--- config.mk ---
export PLATFORM = sky130hd
export DESIGN_NAME = z_multiplier
export DESIGN_NICKNAME = d
export VERILOG_FILES = /design/src/rtl/fft_pkg.sv /design/src/rtl/z_mult_scale.sv /design/src/rtl/z_multiplier.sv
export SDC_FILE = /design/constraint.sdc
export NUM_CORES = 2
export LEC_CHECK = 0
export ABC_AREA = 1
export CAP_MARGIN = 20
export CORE_MARGIN = 2
export CORE_UTILIZATION = 46
export CTS_CLUSTER_DIAMETER = 100
export DETAILED_ROUTE_END_ITERATION = 10
export PLACE_DENSITY = 0.62
export SYNTH_ARGS = -nofsm -noshare
export SYNTH_HDL_FRONTEND = slang
export SYNTH_SLANG_ARGS = --single-unit
--- constraint.sdc ---
create_clock -name clk -period 6.5 [get_ports clk]
set_input_delay 1.3 -clock clk [delete_from_list [all_inputs] [get_ports clk]]
set_output_delay 1.3 -clock clk [all_outputs]
set_load 0.03 [all_outputs]
--- src/rtl/fft_pkg.sv ---
// Shared FFT datapath definitions: default fixed-point format and Q1.14 constants.
package fft_pkg;

    localparam int unsigned DATA_WIDTH = 16;
    localparam int unsigned FRAC_BITS  = 14;

    // Q1.14 reference points.
    localparam int Q_ONE     = 16384;
    localparam int Q_HALF    = 8192;
    localparam int Q_QUARTER = 4096;

    // One complex sample in the datapath.
    typedef struct packed {
        logic signed [DATA_WIDTH-1:0] re;
        logic signed [DATA_WIDTH-1:0] im;
    } complex_t;

endpackage

--- src/rtl/z_mult_scale.sv ---
// Rescales a wide signed product sum back to DATA_WIDTH: floor shift by FRAC_BITS,
// then wrap (default) or clamp when Z_MULT_SAT_EN is defined.
module z_mult_scale
    import fft_pkg::*;
#(
    parameter int unsigned DATA_WIDTH = fft_pkg::DATA_WIDTH,
    parameter int unsigned FRAC_BITS  = fft_pkg::FRAC_BITS
) (
    input  logic signed [2*DATA_WIDTH:0]   sum,
    output logic signed [DATA_WIDTH-1:0]   result_c
);

    localparam int unsigned SUM_W = 2 * DATA_WIDTH + 1;

`ifdef Z_MULT_SAT_EN
    localparam logic signed [SUM_W-1:0] SAT_MAX = SUM_W'((1 << (DATA_WIDTH - 1)) - 1);
    localparam logic signed [SUM_W-1:0] SAT_MIN = ~SAT_MAX;

    logic signed [SUM_W-1:0] shifted;

    // Floor shift, then clamp to the representable output range.
    always_comb begin
        shifted  = sum >>> FRAC_BITS;
        result_c = DATA_WIDTH'(shifted);
        if (shifted > SAT_MAX) begin
            result_c = DATA_WIDTH'(SAT_MAX);
        end else if (shifted < SAT_MIN) begin
            result_c = DATA_WIDTH'(SAT_MIN);
        end
    end
`else
    // Floor shift, keep the low bits (two's-complement wrap).
    assign result_c = DATA_WIDTH'(sum >>> FRAC_BITS);
`endif

endmodule

--- src/rtl/z_multiplier.sv ---
// Two-stage pipelined signed fixed-point complex multiplier (FFT twiddle multiply).
// Optional output saturation: define Z_MULT_SAT_EN.
module z_multiplier
    import fft_pkg::*;
#(
    parameter int unsigned DATA_WIDTH = fft_pkg::DATA_WIDTH,
    parameter int unsigned FRAC_BITS  = fft_pkg::FRAC_BITS
) (
    input  logic                         clk,
    input  logic                         rst,
    input  logic                         in_valid,
    input  logic signed [DATA_WIDTH-1:0] Ar,
    input  logic signed [DATA_WIDTH-1:0] Ai,
    input  logic signed [DATA_WIDTH-1:0] Br,
    input  logic signed [DATA_WIDTH-1:0] Bi,
    output logic                         out_valid,
    output logic signed [DATA_WIDTH-1:0] Rout,
    output logic signed [DATA_WIDTH-1:0] Iout
);

    localparam int unsigned PROD_W = 2 * DATA_WIDTH;
    localparam int unsigned SUM_W  = 2 * DATA_WIDTH + 1;

    logic signed [PROD_W-1:0] p_rr, p_ii, p_ri, p_ir;
    logic                     valid_s1;
    logic signed [SUM_W-1:0]  sum_r, sum_i;
    logic signed [DATA_WIDTH-1:0] rout_c, iout_c;

    // Stage 1: four full-width signed partial products, valid tracked alongside.
    always_ff @(posedge clk or posedge rst) begin
        if (rst) begin
            p_rr     <= '0;
            p_ii     <= '0;
            p_ri     <= '0;
            p_ir     <= '0;
            valid_s1 <= 1'b0;
        end else begin
            p_rr     <= PROD_W'(Ar) * PROD_W'(Br);
            p_ii     <= PROD_W'(Ai) * PROD_W'(Bi);
            p_ri     <= PROD_W'(Ar) * PROD_W'(Bi);
            p_ir     <= PROD_W'(Ai) * PROD_W'(Br);
            valid_s1 <= in_valid;
        end
    end

    // One extra bit so the difference/sum of two products cannot overflow.
    assign sum_r = SUM_W'(p_rr) - SUM_W'(p_ii);
    assign sum_i = SUM_W'(p_ri) + SUM_W'(p_ir);

    z_mult_scale #(
        .DATA_WIDTH (DATA_WIDTH),
        .FRAC_BITS  (FRAC_BITS)
    ) u_scale_re (
        .sum      (sum_r),
        .result_c (rout_c)
    );

    z_mult_scale #(
        .DATA_WIDTH (DATA_WIDTH),
        .FRAC_BITS  (FRAC_BITS)
    ) u_scale_im (
        .sum      (sum_i),
        .result_c (iout_c)
    );

    // Stage 2: register the rescaled results; data updates every cycle, valid qualifies it.
    always_ff @(posedge clk or posedge rst) begin
        if (rst) begin
            Rout      <= '0;
            Iout      <= '0;
            out_valid <= 1'b0;
        end else begin
            Rout      <= rout_c;
            Iout      <= iout_c;
            out_valid <= valid_s1;
        end
    end

endmodule

=== After elaboration in Yosys (flattened, before gate mapping) ===
Index checks and enable logic that the tools add are counted.

* Register bits after elaboration: 154
* Input port bits: 67
* Output and inout bits: 33
* Logic and storage cells: 14

* $mul: 4
* Add/sub/neg operators: 2

{| class="wikitable"
|+ Operators with widths
! cell !! number
|-
| multiplier 16 x 16 -> 30 bit || 4
|-
| adder 30 bit || 1
|-
| subtractor 30 bit || 1
|}

=== Logic depth before layout (Yosys ltp) ===
* Depth in word-level cells: 1
* Mapped depth: 27
* Depth with buffers taken out: 25

=== Hierarchy ===
From an unflattened synthesis, not the netlist that was laid out.

* Cells, all modules: 7036
* Area total of the unflattened synthesis: 52112.5 µm²

{| class="wikitable"
|+ Modules (own cells, without submodules)
! module !! times used !! area each (µm²) !! sequential area each (µm²) !! cells an instance
|-
| z_multiplier || 1 || 51872.2 || 4053.9 || 7004
|-
| z_mult_scale || 2 || 120.1 || 0.0 || 16
|}

=== Worst setup path before layout ===
OpenSTA, ideal clock, no wires.

* Path kind: input to register
* From: input port Ar[15]
* To: register p_ri[24]
* Buffers on the path: 2
* Slack: 0.060 ns
* Data arrival time: 6.361 ns
* Cell stages on the path: 20
* Setup time: 0.079 ns
* Data required time: 6.421 ns
* Cells stage by stage: clkbuf_1 buf_2 nand2_1 inv_1 fa_1 inv_1 fa_1 inv_1 fa_1 fa_1 fa_1 fa_1 ha_1 nand2_1 nor2_2 inv_2 nor2_1 nand3_1 nand3_1 xor2_1

* Cells in the longest elaborated chain, start to end: 1

{| class="wikitable"
|+ RTL lines
! item !! line !! text
|-
| from (decl) || z_multiplier.sv:12 || <nowiki>input logic signed [DATA_WIDTH-1:0] Ar,</nowiki>
|-
| multiplier 16 x 16 -> 30 bit || z_multiplier.sv:40 || <nowiki>p_ri <= PROD_W'(Ar) * PROD_W'(Bi);</nowiki>
|-
| to (signal assigned) || z_multiplier.sv:40 ||
|-
| to (decl) || z_multiplier.sv:24 || <nowiki>logic signed [PROD_W-1:0] p_rr, p_ii, p_ri, p_ir;</nowiki>
|}

Every way passes these cells.

=== Worst setup path in the final report ===
* From: input port Br[1]
* To: register p_rr[29]

* Cells in the longest elaborated chain, start to end: 1

{| class="wikitable"
|+ RTL lines
! item !! line !! text
|-
| from (decl) || z_multiplier.sv:14 || <nowiki>input logic signed [DATA_WIDTH-1:0] Br,</nowiki>
|-
| multiplier 16 x 16 -> 30 bit || z_multiplier.sv:38 || <nowiki>p_rr <= PROD_W'(Ar) * PROD_W'(Br);</nowiki>
|-
| to (signal assigned) || z_multiplier.sv:38 ||
|-
| to (decl) || z_multiplier.sv:24 ||
|}

Every way passes these cells.

==> impl_metrics.csv <==
group,metric,value,unit
placed_design,gp_congestion,0.940,
floorplanning,dieWidth,327,µm
timing,skew,0.0150,ns
timing,finalCriticalPeriod,6.39,ns
timing,setup_viol,0,
critical_path,cpMaxStageDelayCell,"fa_2",
placed_design,dp_hpwl,114000,µm
critical_path,crit_path_start_kind,"input port",
drt,via_count,39832,
cts,cts_hold_buf,0,
yosys,synth_top_cell_by_area,"fa_1",
timing,finalSetupTns,0,ns
yosys,netlist_area,47900,µm²
critical_path,critPathKind,"in2reg",
cts,cts_sinks,154,
floorplanning,initial_utilization,46.3,%
global_routing,antenna_found_initial,1,
yosys,syn_nets,7655,
yosys,ys_seq_area_share,8.05,%
global_routing,grt_usage,26.2,%
yosys,async_reset_ff_share,100,%
timing,rsz0062_at_grt,"true",
cells_and_area,drive_above_1_share,12.9,%
yosys,syn_inst,6224,
timing,post-route-period-util,98.2,%
global_routing,grt_max_degree,81,
placed_design,dpl_cell_area,55200,µm²
timing,max_slew_margin,44.3,%
yosys,ys_warn_count,0,
run,cap_violations,0,
placed_design,place_inst,8103,
drt,drt.antenna.violating_nets,0,
cells_and_area,layout.cell_area.non_filler,57100,µm²
cells_and_area,syn_to_final_growth,19.2,%
timing,tightest_slew,0.836,ns
floorplanning,core_area,103000,µm²
placed_design,portBuffers,99,
critical_path,worst-path-max-fanout,9,
yosys,yosysUniqueCellTypes,45,
yosys,yosys-top-cells-count,"1881 x inv_1, 1612 x nand2_1, 992 x fa_1, 372 x ha_1, 238 x nor2_1",
hold_path,hold_class,"reg2reg",
cts,clkTransAtPathRegs,0.07,ns
yosys,synth_area_leaders,"fa_1 41%, inv_1 15%, nand2_1 13%",
drt,post_drt_wl_per_cell,16.7,µm
yosys,ys.flop_type,"dfrtp_1",
critical_path,max_stage_delay,0.62,ns
cts,cts-htree-levels,4,
cells_and_area,layout.nets,8193,
critical_path,crit_chain,"clkdlybuf4s50_1, buf_12, nand2_1, inv_1, fa_2, inv_2, fa_2, buf_4, fa_1, fa_1, inv_1, fa_1, fa_2, ha_4, a21oi_1, o21ai_0, a21oi_1, nand3_2, nand3b_1, nand2_2",
critical_path,crit_family,"adder cells",
yosys,synth_edf_count,0,
cts,clockBufferDepth,2,
yosys,synth_most_common_cell,"inv_1",
timing,drv_slew,0,
floorplanning,ioPinCount,100,
cts,clock_latency,0.51,ns
critical_path,required,6.93,ns
drt,first_pass_iters,5,
cells_and_area,n_fill_cell,9852,
drt,routed_via_density,4.88,
cts,root_buffer,"clkbuf_16",
global_routing,grt_pass1_vias,41026,
floorplanning,fp.dieArea,107000,µm²
yosys,synth_seq_cells,154,
critical_path,critical_path.endpoint_type,"register",
cts,numCtsBuffers,17,
critical_path,critical_path_buf_inv_count,6,
drt,routed_wirelength,136000,µm
floorplanning,die_y,327,µm
timing,hold_viol_final,0,
floorplanning,std_cell_rows,118,
critical_path,arrival,6.82,ns
timing,fmax,157,MHz
drt,drtIter0Drc,2967,
global_routing,grt_pass1_wl,219000,µm
yosys,synth.avg_cell_area,7.69,µm²
cells_and_area,finalNonFillerCells,8155,
yosys,yosysTopAreaCellShare,41.5,%
run_status,status,"completed",
critical_path,r2r_slack,4.41,ns
cts,cts_tree,"built",
drt,drcViolationCount,0,
global_routing,globalRouteOverflowTotal,0,
per-layer routing:
| layer | vias to the layer above | track usage (%) | part of all wire, % |
|---|---|---|---|
| li1 | 18802 | - | - |
| met5 | - | 0 | 0.0096 |
| met2 | 1217 | 40.6 | 45 |
| met3 | 155 | 3.84 | 7.7 |
| met4 | 2 | 6.40 | 2.3 |
| met1 | 19656 | 38.6 | 45 |
stage by stage:
step | setup slack, ns | util [%] | hold WS, ns
floorplan | 0.0600 | - | 0.331
global placement | -0.779 | 53.4 | 0.344
detailed placement | -0.793 | 53.4 | 0.366
CTS | 0.00250 | 54.1 | 0.395
global route | -0.0416 | 55.2 | 0.404
finish | 0.114 | 55.2 | 0.382
state kept, by name, indices dropped and copies added, names as in the netlist:
name and flops:
Iout 16, p_ir 30, p_rr 30, valid_s1 1, p_ii 30, out_valid 1, p_ri 30, Rout 16
layout make-up:
type                       count  area [µm²]  share of cell area, %
tap                         1380        1730                   3.03
inverter                    1894        7110                   12.5
timing repair buffer         714        6730                   11.8
sequential                   154        3850                   6.75
multi-input combinational   3981       37000                   64.9
clock inverter                14         196                  0.344
clock buffer                  17         425                  0.746
antenna                        1        2.50                0.00439
cell families after synthesis:
group | share of synthesized area [%]
XOR/XNOR | 2.29
flip-flops | 8.05
AO/OA/AOI/OAI | 3.94
AND/OR/NAND/NOR | 18.1
buffers and inverters | 16.4
adder cells (fa/ha/maj) | 51.2
cells in the final DEF (no fill, tap or decap), types with 9 or more instances in the layout:
master,instances
inv_1,1872
nand2_1,1600
fa_1,979
buf_4,524
ha_1,335
nor2_1,214
dfrtp_1,154
nand3_1,152
a21oi_1,137
xor2_1,93
clkdlybuf4s50_1,83
o21ai_0,80
buf_12,72
nand4_1,36
a21oi_2,32
nor2_2,31
o21ai_1,29
ha_4,28
nand2_2,27
clkbuf_16,26
xnor2_1,25
inv_2,20
nor3_1,18
nor3_2,14
a21o_1,14
nand3b_1,13
nand3_2,13
o21bai_1,13
fa_2,13
dlymetal6s2s_1,13
a31oi_1,12
ha_2,9
repair_timing:
| action | in CTS | in global routing |
|---|---|---|
| gates cloned | 0 | 9 |
| pin swaps | 2 | 39 |
| endpoints found under the setup margin | 10 | 57 |
| setup buffers | 0 | 11 |
| gates resized for setup | 17 | 206 |
worst paths after layout:
kind / from / endpoint / cells after the start
setup / recovery: Br[1] / p_rr[29] / 20
hold / removal: valid_s1 / out_valid / 0
setup reg to reg: p_ii[10] / Rout[6] / 9
hold reg to reg: valid_s1 / out_valid / 0
max in group asynchronous: rst / p_ri[8] / 3
min in group asynchronous: rst / out_valid / 2
Power is not shown: default switching activity piles up to over one toggle a cycle in this logic, so the estimate is an artifact.
